<file path="src/rtl/load_store_unit.sv">
// Load/store unit that breaks LB/LH/LW/LBU/LHU/SB/SH/SW into little-endian byte
// transactions on a req/ack memory port and stalls the core for the whole access.
module load_store_unit #(
    parameter int ADDR_WIDTH = 8
) (
    input  logic                  clock,
    input  logic                  clear,
    input  logic                  req_valid,
    input  logic                  req_write,
    input  logic [2:0]            funct3,
    input  logic [31:0]           addr,
    input  logic [31:0]           wdata,
    output logic                  stall,
    output logic [31:0]           rdata,
    output logic                  rdata_valid,
    output logic                  misaligned,
    output logic                  mem_req,
    output logic                  mem_we,
    output logic [ADDR_WIDTH-1:0] mem_addr,
    output logic [7:0]            mem_wdata,
    input  logic                  mem_ack,
    input  logic [7:0]            mem_rdata
);

    localparam logic [1:0] S_IDLE   = 2'd0;
    localparam logic [1:0] S_ACCESS = 2'd1;
    localparam logic [1:0] S_DONE   = 2'd2;

    logic [1:0]            r_state;
    logic                  r_write;
    logic [2:0]            r_funct3;
    logic [ADDR_WIDTH-1:0] r_base;
    logic [31:0]           r_wdata;
    logic [1:0]            r_count;
    logic [31:0]           r_capture;
    logic                  r_err;
    logic [31:0]           r_rdata;

    logic                  w_access;
    logic                  w_bad_align;
    logic [1:0]            w_last_idx;
    logic [31:0]           w_capture_next;
    logic [31:0]           w_extended;
    logic                  w_unused_addr;

    // Only the low ADDR_WIDTH address bits reach the memory.
    assign w_unused_addr = &{1'b0, addr[31:ADDR_WIDTH]};

    always_comb begin
        w_bad_align = 1'b0;
        case (funct3[1:0])
            2'b00:   w_bad_align = 1'b0;
            2'b01:   w_bad_align = addr[0];
            2'b10:   w_bad_align = |addr[1:0];
            default: w_bad_align = 1'b1;
        endcase
    end

    always_comb begin
        w_last_idx = 2'd3;
        case (r_funct3[1:0])
            2'b00:   w_last_idx = 2'd0;
            2'b01:   w_last_idx = 2'd1;
            default: w_last_idx = 2'd3;
        endcase
    end

    // The final byte arrives on the same edge that enters DONE, so extension
    // works on the capture register with the incoming byte already merged in.
    always_comb begin
        w_capture_next = r_capture;
        w_capture_next[{r_count, 3'b000} +: 8] = mem_rdata;
    end

    always_comb begin
        w_extended = w_capture_next;
        case (r_funct3)
            3'b000:  w_extended = {{24{w_capture_next[7]}}, w_capture_next[7:0]};
            3'b001:  w_extended = {{16{w_capture_next[15]}}, w_capture_next[15:0]};
            3'b100:  w_extended = {24'd0, w_capture_next[7:0]};
            3'b101:  w_extended = {16'd0, w_capture_next[15:0]};
            default: w_extended = w_capture_next;
        endcase
    end

    always_ff @(posedge clock or negedge clear) begin
        if (!clear) begin
            r_state   <= S_IDLE;
            r_write   <= 1'b0;
            r_funct3  <= 3'd0;
            r_base    <= '0;
            r_wdata   <= 32'd0;
            r_count   <= 2'd0;
            r_capture <= 32'd0;
            r_err     <= 1'b0;
            r_rdata   <= 32'd0;
        end else begin
            case (r_state)
                S_IDLE: begin
                    if (req_valid) begin
                        r_write  <= req_write;
                        r_funct3 <= funct3;
                        r_base   <= addr[ADDR_WIDTH-1:0];
                        r_wdata  <= wdata;
                        r_count  <= 2'd0;
                        r_err    <= w_bad_align;
                        r_state  <= w_bad_align ? S_DONE : S_ACCESS;
                    end
                end
                S_ACCESS: begin
                    if (mem_ack) begin
                        if (!r_write) begin
                            r_capture <= w_capture_next;
                        end
                        if (r_count == w_last_idx) begin
                            r_state <= S_DONE;
                            if (!r_write) begin
                                r_rdata <= w_extended;
                            end
                        end else begin
                            r_count <= r_count + 2'd1;
                        end
                    end
                end
                default: begin
                    r_err   <= 1'b0;
                    r_state <= S_IDLE;
                end
            endcase
        end
    end

    assign w_access    = (r_state == S_ACCESS);
    assign stall       = clear & (((r_state == S_IDLE) & req_valid) | w_access);
    assign mem_req     = w_access;
    assign mem_we      = w_access & r_write;
    assign mem_addr    = w_access ? (r_base + ADDR_WIDTH'(r_count)) : '0;
    assign mem_wdata   = w_access ? r_wdata[{r_count, 3'b000} +: 8] : 8'd0;
    assign rdata       = r_rdata;
    assign rdata_valid = (r_state == S_DONE) & ~r_err & ~r_write;
    assign misaligned  = (r_state == S_DONE) & r_err;

endmodule

</file>
<file path="config.mk">
export PLATFORM = sky130hd
export DESIGN_NAME = load_store_unit
export DESIGN_NICKNAME = d
export VERILOG_FILES = /design/src/rtl/load_store_unit.sv
export SDC_FILE = /design/constraint.sdc
export NUM_CORES = 1
export LEC_CHECK = 0
export ABC_AREA = 1
export BUFFER_PORTS_ARGS = -buffer_cell sky130_fd_sc_hd__buf_2
export CAP_MARGIN = 5
export CORE_ASPECT_RATIO = 1.1
export CORE_UTILIZATION = 25
export CTS_CLUSTER_DIAMETER = 150
export DETAILED_ROUTE_END_ITERATION = 8
export GPL_ROUTABILITY_DRIVEN = 0
export GPL_TIMING_DRIVEN = 0
export PLACE_DENSITY = 0.49
export SKIP_CTS_REPAIR_TIMING = 1
export SLEW_MARGIN = 0
export SYNTH_ARGS = -nofsm -noshare
export SYNTH_HDL_FRONTEND = slang
export SYNTH_SLANG_ARGS = --single-unit
</file>
<file path="constraint.sdc">
create_clock -name clock -period 3 [get_ports clock]
set_input_delay 0.15 -clock clock [delete_from_list [all_inputs] [get_ports clock]]
set_output_delay 0.15 -clock clock [all_outputs]
set_load 0.05 [all_outputs]
</file>
==> summary.txt <==
Setup path
  – Most used cell along the critical path: nand2_1
  – Crit-path cells: buf_2 -> clkinvlp_4 -> ha_2 -> inv_1 -> nor2_4 -> nand2_1 -> o21ai_1 -> nand2_1 -> nand2_1 -> nand2_1 -> nand2_1
  – Endpoint type of the worst setup path: flip-flop
  – Data arrival, critical path: 3.09 ns
  – Worst-path fanout max: 11
  – Slowest cell on the critical path: dfrtp_1
  – Peak per-stage delay on the critical path: 0.51 ns
  – Worst path required time: 3.35 ns
  – Startpoint Class: flip-flop
  – CP Class: flip-flop to flip-flop

Clock tree
  – Clock buffer depth: 2
  – Clock slew at reported path FFs: 0.06 ns
  – Depth of the CTS H-tree: 4
  – CTS buffer count: 17
  – CTS tree: yes
  – Root buffer cell: clkbuf_16
  – Worst skew pair latency: 0.42 ns
  – Clock Sinks: 113

Yosys
  – Yosys top cell by area: dfrtp_1
  – Mapped Cells: 798
  – Post-synth net total: 886
  – Area of the mapped netlist: 0.005764 mm^2
  – Sequential area share after synthesis: 0.4906
  – Ranking of synthesized cells by area: dfrtp_1 (49%), nand2_1 (22%), nor2_1 (6.4%)
  – Seq cells post-synth: 113
  – Avg Cell Area, Syn: 7.223 um^2
  – Share of the synthesized area in the top cell type: 0.4906
  – Yosys cell types: 29
  – Yosys warning total: 0

Timing
  – Final min period: 2.735 ns
  – Fin crit share: 0.9118
  – Fin worst setup slack: 0.2646 ns
  – Final hold violation count: 0
  – Total negative slack: 0 ns
  – Rel. slew slack: 0.6138
  – RSZ-0062 raised after global routing: no
  – Fmax: 365.6 MHz
  – Worst Skew: 0.01134 ns
  – Final Max Slew Viols: 0
  – # setup viols final: 0
  – Worst-Margin Slew: 0.5793 ns

Placement
  – Detailed placement HPWL: 12390 um
  – DP Area: 0.006708 mm^2
  – Port buffer count: 108
  – Worst slack at placement: 0.1099 ns

Hold path
  – HP Class: primary input to flip-flop

Drt
  – Routed Antenna Nets: 0
  – Wirelength, routed: 17200 um
  – DR vias/cell: 4.284
  – Post-DR wirelength/cell: 13.46 um
  – Remaining DRCs: 0
  – 1st-iter DRT viols: 327
  – First-pass iteration count of the detailed router: 5
  – Vias: 5475

Power
  – Internal power: 4.336 mW
  – Pwr Density: 1063 mW/mm^2
  – Worst-case vdd ir drop: 0.0006051 V
  – Switching Share: 0.4708
  – Seq pwr share: 0.300
  – Clock share of power: 0.232
  – Net Sw Power: 3.858 mW
  – Pleak: 4.127 nW
  – Power, Total: 8.194 mW
  – Combinational share of power: 0.467

Flow run
  – Maxcap violations: 0

Cells and area
  – Synthesis-to-finish area growth: 33.71%
  – ANT cells: 0
  – Final core occ: 0.3453
  – Most frequent cells in the layout: nand2_1 (341), buf_2 (120), dfrtp_1 (113)
  – Commonest non-fill, non-tap cell in the layout: nand2_1
  – NumNets Final: 1058
  – Fin area: 0.007707 mm^2
  – Share of layout cells above drive strength 1: 0.1851

GRT
  – Largest net degree at the start of global routing: 84
  – Global-route total usage across every layer: 0.1501
  – Vias in the first global route: 5115
  – Initial antenna violation count: 0
  – First-pass GRT wire length: 27560 um
  – Gr ovfl total: 0

Floorplanning
  – Die area: 0.02367 mm^2
  – Die Width: 146.8 um
  – Core Box Area: 0.02232 mm^2
  – # rows: 57
  – Die height: 161.3 um
  – Initial Utilization: 0.2582
  – Top Ports: 133

Run status
  – Status: complete, no violations
flip-flops by register name, indices dropped and copies added, names as in the netlist:
signal / cells
r_base: 8
r_funct3: 3
r_write: 1
r_capture: 32
r_err: 1
r_count: 2
r_state: 2
rdata: 32
r_wdata: 32
synthesized netlist by cell type:
cell	number
nand2_1	341
dfrtp_1	113
nor2_1	99
inv_1	68
o21ai_0	51
nand3_1	21
buf_2	13
clkbuf_1	13
a21oi_1	12
a31oi_1	10
inv_2	8
ha_1	7
o21ai_1	7
o22ai_1	7
nor3_1	5
buf_4	4
buf_6	3
nand2_2	3
nor2_4	3
a21boi_0	1
buf_1	1
clkinv_1	1
fa_1	1
nand2_4	1
nand3_4	1
nand4_1	1
o21ai_2	1
o31ai_1	1
xnor2_1	1
per-stage QoR:
| stage | hold WS, ns | std cells |
|---|---|---|
| final | 0.05098 | 1278 |
| after detailed placement | 0.05804 | 1202 |
| after global routing | 0.05502 | 1278 |
| after CTS | -0.3836 | 1234 |
| after global placement | 0.3491 | 1201 |
| after floorplan | -0.1456 | 798 |
path summary, 6_finish.rpt:
kind,start,end,slack [ns],depth (start not counted)
worst max register to register,r_count[1],rdata[10],0.26,11
worst max-delay path,r_count[1],rdata[10],0.26,11
max in group asynchronous,clear,r_wdata[23],2.07,3
min in group asynchronous,clear,rdata[16],0.19,2
worst min-delay path,funct3[0],r_funct3[0],0.05,3
worst min register to register,rdata[4],rdata[4],0.47,2
cell families after synthesis:
family,after synthesis,share of synthesized area
simple gates,475,0.3243
compound gates,90,0.08335
xor+xnor,1,0.001520
buf+inv,111,0.08161
fa+ha+maj,8,0.01867
flops,113,0.4906
power groups by stage:
| stage | logic [mW] | registers [mW] | clock network, mW |
|---|---|---|---|
| 3_3_place_gp | 3.72 | 2.47 | 0 |
| 2_1_floorplan | 2.22 | 2.99 | 0 |
| 3_5_place_dp | 3.76 | 2.48 | 0 |
| 6_report | 3.83 | 2.46 | 1.90 |
| 5_1_grt | 4.26 | 2.54 | 2.02 |
| 4_1_cts | 3.77 | 2.46 | 1.96 |
cell type report:
type,count,area [um^2]
multi-input cells,574,2469
plain buffers,34,182.7
well taps,295,369.1
inverters,77,292.8
flip-flops and latches,113,2828
repair buffers,153,1010
clock buffers,19,442.9
clock inverters,13,113.9
fillers,2417,14620
per-layer routing:
layer	vias up	part of all wire	track usage
li1	2803	-	-
met1	2477	0.47	0.2032
met2	171	0.46	0.2333
met3	24	0.052	0.02966
met4	0	0.022	0.06155
met5	-	0	0
critical path: cells and delay by family, from the launching register on:
family,cells,cell delay (ns)
flip-flops,1,0.51
AO/OA/AOI/OAI,1,0.23
adder cells (fa/ha/maj),1,0.48
AND/OR/NAND/NOR,6,0.73
buffers and inverters,3,0.72
Note: power is estimated with default switching activity, not from simulation.
